--- config.mk ---
export PLATFORM = sky130hd
export DESIGN_NAME = decode_queue_flat
export DESIGN_NICKNAME = d
export VERILOG_FILES = /design/src/rtl/decode_queue_if.sv /design/src/rtl/decode_queue.sv /design/src/flat_wrapper.sv
export SDC_FILE = /design/constraint.sdc
export NUM_CORES = 1
export LEC_CHECK = 0
export BUFFER_PORTS_ARGS = -buffer_cell sky130_fd_sc_hd__buf_2
export CORE_MARGIN = 2
export CORE_UTILIZATION = 55
export CTS_CLUSTER_DIAMETER = 40
export CTS_CLUSTER_SIZE = 25
export DETAILED_ROUTE_END_ITERATION = 12
export PLACE_DENSITY = 0.92
export REMOVE_ABC_BUFFERS = 1
export SLEW_MARGIN = 40
export SYNTH_ARGS = -nofsm -noshare
export SYNTH_HDL_FRONTEND = slang
export SYNTH_SLANG_ARGS = --single-unit
--- constraint.sdc ---
create_clock -name clk -period 28.4 [get_ports clk]
set_input_delay 5.68 -clock clk [delete_from_list [all_inputs] [get_ports clk]]
set_output_delay 5.68 -clock clk [all_outputs]
set_load 0.1 [all_outputs]
--- src/rtl/decode_queue_if.sv ---
// Decode queue handshake bundle: upstream raw-instruction push port, synchronous
// flush, and the downstream decoded head-entry port.
// The master side drives instructions in and consumes decoded entries. The slave
// side is the queue itself.
interface decode_queue_if #(
  parameter int unsigned PC_W = 32
) ();

  // Upstream push port.
  logic            in_valid;
  logic            in_ready;
  logic [31:0]     in_inst;
  logic [PC_W-1:0] in_pc;

  // Discards every held entry.
  logic            flush;

  // Downstream pop port. It presents the head entry, or the live decode when bypassing.
  logic            out_valid;
  logic            out_ready;
  logic [6:0]      opcode;
  logic [2:0]      funct3;
  logic [6:0]      funct7;
  logic [4:0]      rs1;
  logic [4:0]      rs2;
  logic [4:0]      rd;
  logic [31:0]     imm;
  logic [3:0]      alu_op;
  logic            is_jump;
  logic            is_branch;
  logic            mem_read;
  logic            mem_write;
  logic            we;
  logic            writeback;
  logic            illegal;
  logic [PC_W-1:0] out_pc;

  modport master (
    output in_valid, in_inst, in_pc, flush, out_ready,
    input  in_ready, out_valid, opcode, funct3, funct7, rs1, rs2, rd, imm, alu_op,
           is_jump, is_branch, mem_read, mem_write, we, writeback, illegal, out_pc
  );

  modport slave (
    input  in_valid, in_inst, in_pc, flush, out_ready,
    output in_ready, out_valid, opcode, funct3, funct7, rs1, rs2, rd, imm, alu_op,
           is_jump, is_branch, mem_read, mem_write, we, writeback, illegal, out_pc
  );

endinterface

--- src/rtl/decode_queue.sv ---
// decode_queue: RV32I decoder followed by a DEPTH-entry FIFO of decoded records.
// Each entry is decoded when it is pushed. The FIFO stores the decoded record
// together with the instruction's PC. The head entry drives the outputs. The
// decoded outputs read as zero while no entry is valid.
// Optional feature: define DECODE_QUEUE_BYPASS_EN to enable the bypass path. When
// the queue is empty, the bypass presents the live decode in the same cycle. An
// entry that is consumed immediately is never written into the FIFO. A flush
// blocks the bypass.

`ifndef ALU_ADD
`define ALU_ADD  4'd1
`define ALU_SUB  4'd2
`define ALU_AND  4'd3
`define ALU_OR   4'd4
`define ALU_XOR  4'd5
`define ALU_SLL  4'd6
`define ALU_SRL  4'd7
`define ALU_SRA  4'd8
`define ALU_SLT  4'd9
`define ALU_SLTU 4'd10
`define ALU_ADDI 4'd11
`endif

module decode_queue #(
  parameter int unsigned DEPTH = 2,
  parameter int unsigned PC_W  = 32
) (
  input logic           clk,
  input logic           rst_n,
  decode_queue_if.slave dq_io
);

  localparam int unsigned AW = (DEPTH > 1) ? $clog2(DEPTH) : 1;
  localparam int unsigned CW = $clog2(DEPTH + 1);
  localparam logic [CW-1:0] DepthCnt = CW'(DEPTH);

  localparam logic [6:0] OpLui    = 7'b0110111;
  localparam logic [6:0] OpAuipc  = 7'b0010111;
  localparam logic [6:0] OpJal    = 7'b1101111;
  localparam logic [6:0] OpJalr   = 7'b1100111;
  localparam logic [6:0] OpBranch = 7'b1100011;
  localparam logic [6:0] OpLoad   = 7'b0000011;
  localparam logic [6:0] OpStore  = 7'b0100011;
  localparam logic [6:0] OpImm    = 7'b0010011;
  localparam logic [6:0] OpReg    = 7'b0110011;

  typedef struct packed {
    logic [6:0]  opcode;
    logic [2:0]  funct3;
    logic [6:0]  funct7;
    logic [4:0]  rs1;
    logic [4:0]  rs2;
    logic [4:0]  rd;
    logic [31:0] imm;
    logic [3:0]  alu_op;
    logic        is_jump;
    logic        is_branch;
    logic        mem_read;
    logic        mem_write;
    logic        we;
    logic        writeback;
    logic        illegal;
  } dec_t;

  // Register-register ALU selection. The alt input is the funct7[5]-style modifier.
  function automatic logic [3:0] alu_rr(input logic [2:0] f3, input logic alt);
    logic [3:0] op;
    op = `ALU_ADD;
    case (f3)
      3'b000: op = alt ? `ALU_SUB : `ALU_ADD;
      3'b111: op = `ALU_AND;
      3'b110: op = `ALU_OR;
      3'b100: op = `ALU_XOR;
      3'b001: op = `ALU_SLL;
      3'b101: op = alt ? `ALU_SRA : `ALU_SRL;
      3'b010: op = `ALU_SLT;
      3'b011: op = `ALU_SLTU;
    endcase
    return op;
  endfunction

  // Full decode of one raw instruction. Illegal encodings leave every control
  // field at zero.
  function automatic dec_t decode(input logic [31:0] i);
    dec_t d;
    d        = '0;
    d.opcode = i[6:0];
    d.funct3 = i[14:12];
    d.funct7 = i[31:25];
    d.rs1    = i[19:15];
    d.rs2    = i[24:20];
    d.rd     = i[11:7];
    case (i[6:0])
      OpLui: begin
        d.rs1       = '0;
        d.imm       = {i[31:12], 12'b0};
        d.alu_op    = `ALU_ADDI;
        d.we        = 1'b1;
        d.writeback = 1'b1;
      end
      OpAuipc: begin
        d.imm    = {i[31:12], 12'b0};
        d.alu_op = `ALU_ADD;
        d.we     = 1'b1;
      end
      OpJal: begin
        d.imm       = {{11{i[31]}}, i[31], i[19:12], i[20], i[30:21], 1'b0};
        d.is_jump   = 1'b1;
        d.we        = 1'b1;
        d.writeback = 1'b1;
      end
      OpJalr: begin
        d.imm = {{20{i[31]}}, i[31:20]};
        if (i[14:12] == 3'b000) begin
          d.is_jump   = 1'b1;
          d.we        = 1'b1;
          d.writeback = 1'b1;
        end else begin
          d.illegal = 1'b1;
        end
      end
      OpBranch: begin
        d.imm = {{19{i[31]}}, i[31], i[7], i[30:25], i[11:8], 1'b0};
        if (i[14:12] inside {3'b010, 3'b011}) begin
          d.illegal = 1'b1;
        end else begin
          d.is_branch = 1'b1;
          d.alu_op    = `ALU_SUB;
        end
      end
      OpLoad: begin
        d.imm = {{20{i[31]}}, i[31:20]};
        if (i[14:12] inside {3'b000, 3'b001, 3'b010, 3'b100, 3'b101}) begin
          d.alu_op    = `ALU_ADD;
          d.mem_read  = 1'b1;
          d.we        = 1'b1;
          d.writeback = 1'b1;
        end else begin
          d.illegal = 1'b1;
        end
      end
      OpStore: begin
        d.imm = {{20{i[31]}}, i[31:25], i[11:7]};
        if (i[14:12] inside {3'b000, 3'b001, 3'b010}) begin
          d.alu_op    = `ALU_ADD;
          d.mem_write = 1'b1;
        end else begin
          d.illegal = 1'b1;
        end
      end
      OpImm: begin
        // Shift-immediate uses imm[10] (inst[30]) to pick SRA over SRL.
        d.imm    = {{20{i[31]}}, i[31:20]};
        d.alu_op = (i[14:12] == 3'b000) ? `ALU_ADDI : alu_rr(i[14:12], i[30]);
        d.we     = 1'b1;
      end
      OpReg: begin
        d.alu_op = alu_rr(i[14:12], i[31:25] == 7'b0100000);
        d.we     = 1'b1;
      end
      default: d.illegal = 1'b1;
    endcase
    return d;
  endfunction

  logic [AW-1:0]   wr_ptr_q, wr_ptr_d;
  logic [AW-1:0]   rd_ptr_q, rd_ptr_d;
  logic [CW-1:0]   count_q, count_d;
  dec_t            slot_q [DEPTH];
  logic [PC_W-1:0] pc_q   [DEPTH];

  dec_t            live_dec;
  dec_t            head_dec;
  dec_t            out_dec;
  logic [PC_W-1:0] head_pc;
  logic [PC_W-1:0] out_pc;
  logic            empty;
  logic            bypass;
  logic            out_valid;
  logic            push;
  logic            pop;
  logic            wr_en;

  // Decode the incoming instruction.
  always_comb begin
    live_dec = decode(dq_io.in_inst);
  end

  // Handshake and FIFO next-state. A flush beats any simultaneous push or pop.
  always_comb begin
    empty = (count_q == '0);
`ifdef DECODE_QUEUE_BYPASS_EN
    bypass = empty && dq_io.in_valid && !dq_io.flush;
`else
    bypass = 1'b0;
`endif
    dq_io.in_ready = (count_q < DepthCnt);
    out_valid      = !empty || bypass;
    push           = dq_io.in_valid && dq_io.in_ready && !dq_io.flush;
    pop            = !empty && dq_io.out_ready && !dq_io.flush;
    // A bypassed entry that is consumed at once never occupies a slot.
    wr_en          = push && !(bypass && dq_io.out_ready);

    wr_ptr_d = wr_ptr_q;
    rd_ptr_d = rd_ptr_q;
    count_d  = count_q;
    if (dq_io.flush) begin
      wr_ptr_d = '0;
      rd_ptr_d = '0;
      count_d  = '0;
    end else begin
      if (wr_en) wr_ptr_d = wr_ptr_q + AW'(1);
      if (pop)   rd_ptr_d = rd_ptr_q + AW'(1);
      unique case ({wr_en, pop})
        2'b10:   count_d = count_q + CW'(1);
        2'b01:   count_d = count_q - CW'(1);
        default: count_d = count_q;
      endcase
    end
  end

  // Pointer and occupancy state.
  always_ff @(posedge clk or negedge rst_n) begin
    if (!rst_n) begin
      wr_ptr_q <= '0;
      rd_ptr_q <= '0;
      count_q  <= '0;
    end else begin
      wr_ptr_q <= wr_ptr_d;
      rd_ptr_q <= rd_ptr_d;
      count_q  <= count_d;
    end
  end

  // Slot storage. It has no reset, and the output mask hides stale contents.
  always_ff @(posedge clk) begin
    if (wr_en) begin
      slot_q[wr_ptr_q] <= live_dec;
      pc_q[wr_ptr_q]   <= dq_io.in_pc;
    end
  end

  // Head selection and zero-masking while nothing is valid.
  always_comb begin
    head_dec = bypass ? live_dec : slot_q[rd_ptr_q];
    head_pc  = bypass ? dq_io.in_pc : pc_q[rd_ptr_q];
    out_dec  = out_valid ? head_dec : '0;
    out_pc   = out_valid ? head_pc : '0;
  end

  assign dq_io.out_valid = out_valid;
  assign dq_io.opcode    = out_dec.opcode;
  assign dq_io.funct3    = out_dec.funct3;
  assign dq_io.funct7    = out_dec.funct7;
  assign dq_io.rs1       = out_dec.rs1;
  assign dq_io.rs2       = out_dec.rs2;
  assign dq_io.rd        = out_dec.rd;
  assign dq_io.imm       = out_dec.imm;
  assign dq_io.alu_op    = out_dec.alu_op;
  assign dq_io.is_jump   = out_dec.is_jump;
  assign dq_io.is_branch = out_dec.is_branch;
  assign dq_io.mem_read  = out_dec.mem_read;
  assign dq_io.mem_write = out_dec.mem_write;
  assign dq_io.we        = out_dec.we;
  assign dq_io.writeback = out_dec.writeback;
  assign dq_io.illegal   = out_dec.illegal;
  assign dq_io.out_pc    = out_pc;

endmodule
--- src/flat_wrapper.sv ---
// flat-port wrapper written by rule: the top's interface ports become plain ports
module decode_queue_flat 
#(
  parameter int unsigned DEPTH = 2,
  parameter int unsigned PC_W  = 32
)
  (clk, rst_n, dq_io_in_valid, dq_io_in_inst, dq_io_in_pc, dq_io_flush, dq_io_out_ready, dq_io_in_ready, dq_io_out_valid, dq_io_opcode, dq_io_funct3, dq_io_funct7, dq_io_rs1, dq_io_rs2, dq_io_rd, dq_io_imm, dq_io_alu_op, dq_io_is_jump, dq_io_is_branch, dq_io_mem_read, dq_io_mem_write, dq_io_we, dq_io_writeback, dq_io_illegal, dq_io_out_pc);
  decode_queue_if #(.PC_W(PC_W)) dq_io_i ();
  input logic clk;
  input logic rst_n;
  input wire logic [$bits(dq_io_i.in_valid)-1:0] dq_io_in_valid;
  input wire logic [$bits(dq_io_i.in_inst)-1:0] dq_io_in_inst;
  input wire logic [$bits(dq_io_i.in_pc)-1:0] dq_io_in_pc;
  input wire logic [$bits(dq_io_i.flush)-1:0] dq_io_flush;
  input wire logic [$bits(dq_io_i.out_ready)-1:0] dq_io_out_ready;
  output wire logic [$bits(dq_io_i.in_ready)-1:0] dq_io_in_ready;
  output wire logic [$bits(dq_io_i.out_valid)-1:0] dq_io_out_valid;
  output wire logic [$bits(dq_io_i.opcode)-1:0] dq_io_opcode;
  output wire logic [$bits(dq_io_i.funct3)-1:0] dq_io_funct3;
  output wire logic [$bits(dq_io_i.funct7)-1:0] dq_io_funct7;
  output wire logic [$bits(dq_io_i.rs1)-1:0] dq_io_rs1;
  output wire logic [$bits(dq_io_i.rs2)-1:0] dq_io_rs2;
  output wire logic [$bits(dq_io_i.rd)-1:0] dq_io_rd;
  output wire logic [$bits(dq_io_i.imm)-1:0] dq_io_imm;
  output wire logic [$bits(dq_io_i.alu_op)-1:0] dq_io_alu_op;
  output wire logic [$bits(dq_io_i.is_jump)-1:0] dq_io_is_jump;
  output wire logic [$bits(dq_io_i.is_branch)-1:0] dq_io_is_branch;
  output wire logic [$bits(dq_io_i.mem_read)-1:0] dq_io_mem_read;
  output wire logic [$bits(dq_io_i.mem_write)-1:0] dq_io_mem_write;
  output wire logic [$bits(dq_io_i.we)-1:0] dq_io_we;
  output wire logic [$bits(dq_io_i.writeback)-1:0] dq_io_writeback;
  output wire logic [$bits(dq_io_i.illegal)-1:0] dq_io_illegal;
  output wire logic [$bits(dq_io_i.out_pc)-1:0] dq_io_out_pc;
  assign dq_io_i.in_valid = dq_io_in_valid;
  assign dq_io_i.in_inst = dq_io_in_inst;
  assign dq_io_i.in_pc = dq_io_in_pc;
  assign dq_io_i.flush = dq_io_flush;
  assign dq_io_i.out_ready = dq_io_out_ready;
  assign dq_io_in_ready = dq_io_i.in_ready;
  assign dq_io_out_valid = dq_io_i.out_valid;
  assign dq_io_opcode = dq_io_i.opcode;
  assign dq_io_funct3 = dq_io_i.funct3;
  assign dq_io_funct7 = dq_io_i.funct7;
  assign dq_io_rs1 = dq_io_i.rs1;
  assign dq_io_rs2 = dq_io_i.rs2;
  assign dq_io_rd = dq_io_i.rd;
  assign dq_io_imm = dq_io_i.imm;
  assign dq_io_alu_op = dq_io_i.alu_op;
  assign dq_io_is_jump = dq_io_i.is_jump;
  assign dq_io_is_branch = dq_io_i.is_branch;
  assign dq_io_mem_read = dq_io_i.mem_read;
  assign dq_io_mem_write = dq_io_i.mem_write;
  assign dq_io_we = dq_io_i.we;
  assign dq_io_writeback = dq_io_i.writeback;
  assign dq_io_illegal = dq_io_i.illegal;
  assign dq_io_out_pc = dq_io_i.out_pc;
  decode_queue #(.DEPTH(DEPTH), .PC_W(PC_W)) u_core (.clk(clk), .rst_n(rst_n), .dq_io(dq_io_i));
endmodule
==> results.py <==
metrics = {
    "timing": {
        "fin_skew_ps": 10.0,
        "period_minus_slack_ps": 8690,
        "finalHoldViolCount": 0,
        "worst-slew-pin-transition_ps": 752,
        "max_freq_mhz": 115,
        "finalSetupTns_ps": 0,
        "slew_violations": 0,
        "max_slew_margin": 0.499,
        "setup_viol": 0,
        "fin_crit_sh": 0.306,
        "rsz0062_at_grt": "no",
    },
    "route": {
        "wl_per_cell_um": 18.2,
        "antenna_left": 0,
        "drt-initial-drc-count": 483,
        "viasPerCell": 5.51,
        "drc": 0,
        "routed_wl_mm": 18.6,
        "via_count": 5658,
        "first_pass_iters": 5,
    },
    "yosys": {
        "yosysTopAreaCell": "edfxtp_1",
        "synth_cell_types": 52,
        "ys.flop_type": "edfxtp_1",
        "avgSynthCellArea_um2": 14.9,
        "synth_common_cells": "214 x edfxtp_1, 120 x nor2_1, 108 x mux2i_1",
        "ys_warn_count": 0,
        "synthArstFlopShare": 0.0183,
        "yosys.cell_count.top_type": "edfxtp_1",
        "synth_area_leaders": "edfxtp_1 71%, mux2i_1 12%, nor2_1 4.9%, a21o_1 1.7%, dfrtp_1 1.1%",
        "ys_seq_area_frac": 0.717,
        "syn_inst": 609,
        "ys_ff_latch": 218,
        "netlist.area_leader.share": 0.706,
        "synth_area_um2": 9100,
        "synth_edf_count": 214,
    },
    "floorplan": {
        "dieArea_um2": 17600,
        "design.portCount": 178,
        "chipHeight_um": 133,
        "initial_core_util": 0.557,
        "die_x_um": 133,
        "rows": 47,
        "core_um2": 16300,
    },
    "layout": {
        "n_antenna_cell": 0,
        "syn2layout_area_growth_pct": 21.9,
        "nets": 856,
        "nFillCells": 1169,
        "layout.cells.non_filler": 1027,
        "drive_gt1_frac": 0.301,
    },
    "worst_hold_path": {
        "holdCritStartpoint": "u_core.wr_ptr_q",
        "hp-class": "register to register",
    },
    "setup_path": {
        "cp-end-kind": "output port",
        "startpoint": "u_core.rd_ptr_q",
        "cp_max_fo": 56,
        "required_ps": 22720,
        "critical_path_arrival_ps": 3010,
        "slowest_delay_ps": 740,
        "path_cells": "buf_12, buf_6, mux2i_1, nor2_1, buf_2",
        "rr_startpoint": "u_core.count_q[1]",
        "cpMaxStageDelayCell": "dfrtp_4",
        "startpoint_type": "register",
        "criticalPathCategory": "register to output port",
    },
    "power": {
        "powerDensity_nw_per_um2": 76.1,
        "peakVddDrop_mv": 0.0714,
        "leakage_nw": 4.27,
    },
    "clock_network": {
        "cts-buffers-inserted": 26,
        "clk_latency_ps": 520,
        "cts_repair_resize_count": 0,
        "tritoncts": "built",
        "cts_buffer_depth": 3,
        "postCtsSetupBuffers": 0,
        "clk_pin_slew_ps": 60,
        "holdBufCountCts": 0,
        "cts_root_buf": "clkbuf_16",
        "cts_htree_levels": 1,
        "cts.sinks": 218,
    },
    "global_routing": {
        "overflow": 0,
        "grt_max_degree": 76,
        "grt_pass1_vias": 5574,
        "grt_usage": 0.207,
        "antenna_found_initial": 1,
        "grt_pass1_wl_mm": 28.8,
    },
    "flow_run": {
        "drv.max_cap_violation_count": 0,
    },
    "status": {
        "outcome": "complete, no violations",
    },
    "placed_design": {
        "gp_congestion": 0.856,
        "dpl.cell_count": 979,
        "io_buffer_count": 177,
        "dpl.hpwl_mm": 11.8,
    },
}
==> cells by family after synthesis <==
family	synth area share
AOI/OAI and AO/OA	0.0451
and+or+nand+nor	0.0927
DFF	0.717
buffers and inverters	0.0221
muxes	0.120
xor gates and xnor gates	0.00289
==> placed cells by master, fill, tap and decap left out, types with 5 or more instances in the layout <==
cell	count
a21o_1	21
a21oi_1	6
and2_1	11
buf_2	177
buf_4	5
clkbuf_16	27
edfxtp_1	214
inv_1	7
mux2i_1	108
nand2_1	12
nand2b_1	5
nand3_1	7
nor2_1	119
o21ai_0	5
==> sequential cells by signal, indices dropped and copies added (netlist names) <==
name / cells
u_core.wr_ptr_q: 1
u_core.slot_q: 150
u_core.count_q: 2
u_core.pc_q: 64
u_core.rd_ptr_q: 1
==> final cells by class <==
cell class,count,area (um^2),area share
repair buffers,186,986,0.0889
clock buffers,29,683,0.0616
well taps,220,275,0.0248
flip-flops and latches,218,6530,0.589
inverters,7,26.3,0.00237
multi-input cells,348,2390,0.216
clock inverters,19,199,0.0179
==> critical path: cells and delay by family (launching register included) <==
kind          cells  cell delay, ps
flops             1             740
mux               1             180
buf+inv           3            1280
simple gates      1             190
==> per-stage QoR <==
stage / instance area, um^2 / hold slack [ps] / power, mW / setup slack, ps / utilization
3_3_place_gp: 10200 / 553 / 0.522 / 19900 / 0.621
4_1_cts: 11100 / 639 / 0.851 / 19670 / 0.678
2_1_floorplan: 8920 / 519 / 0.500 / 14090 / -
3_5_place_dp: 10200 / 629 / 0.525 / 20250 / 0.624
5_1_grt: 11100 / 663 / 0.871 / 19590 / 0.678
6_report: 11100 / 641 / 0.844 / 19710 / 0.678
==> power by group <==
group,internal [mW],switching [mW],leakage (nW)
clock,0.184,0.142,0.427
combinational,0.0269,0.118,1.87
sequential,0.368,0.00518,1.97
==> per-layer routing <==
metal,global-route usage,part of all wire
met3,0.0437,0.066
met4,0.0597,0.017
met2,0.349,0.50
met1,0.275,0.41
met5,0,0.00086
==> final timing paths <==
kind,slack [ps],to,depth (start not counted)
max,19710,dq_io_mem_read,5
min,640,u_core.wr_ptr_q,2
max reg2reg,25870,u_core.slot_q[0][15],5
min reg2reg,640,u_core.wr_ptr_q,2
max in group asynchronous,23290,u_core.rd_ptr_q,1
min in group asynchronous,4970,u_core.count_q[1],1
Note: power is estimated with default switching activity, not from simulation.
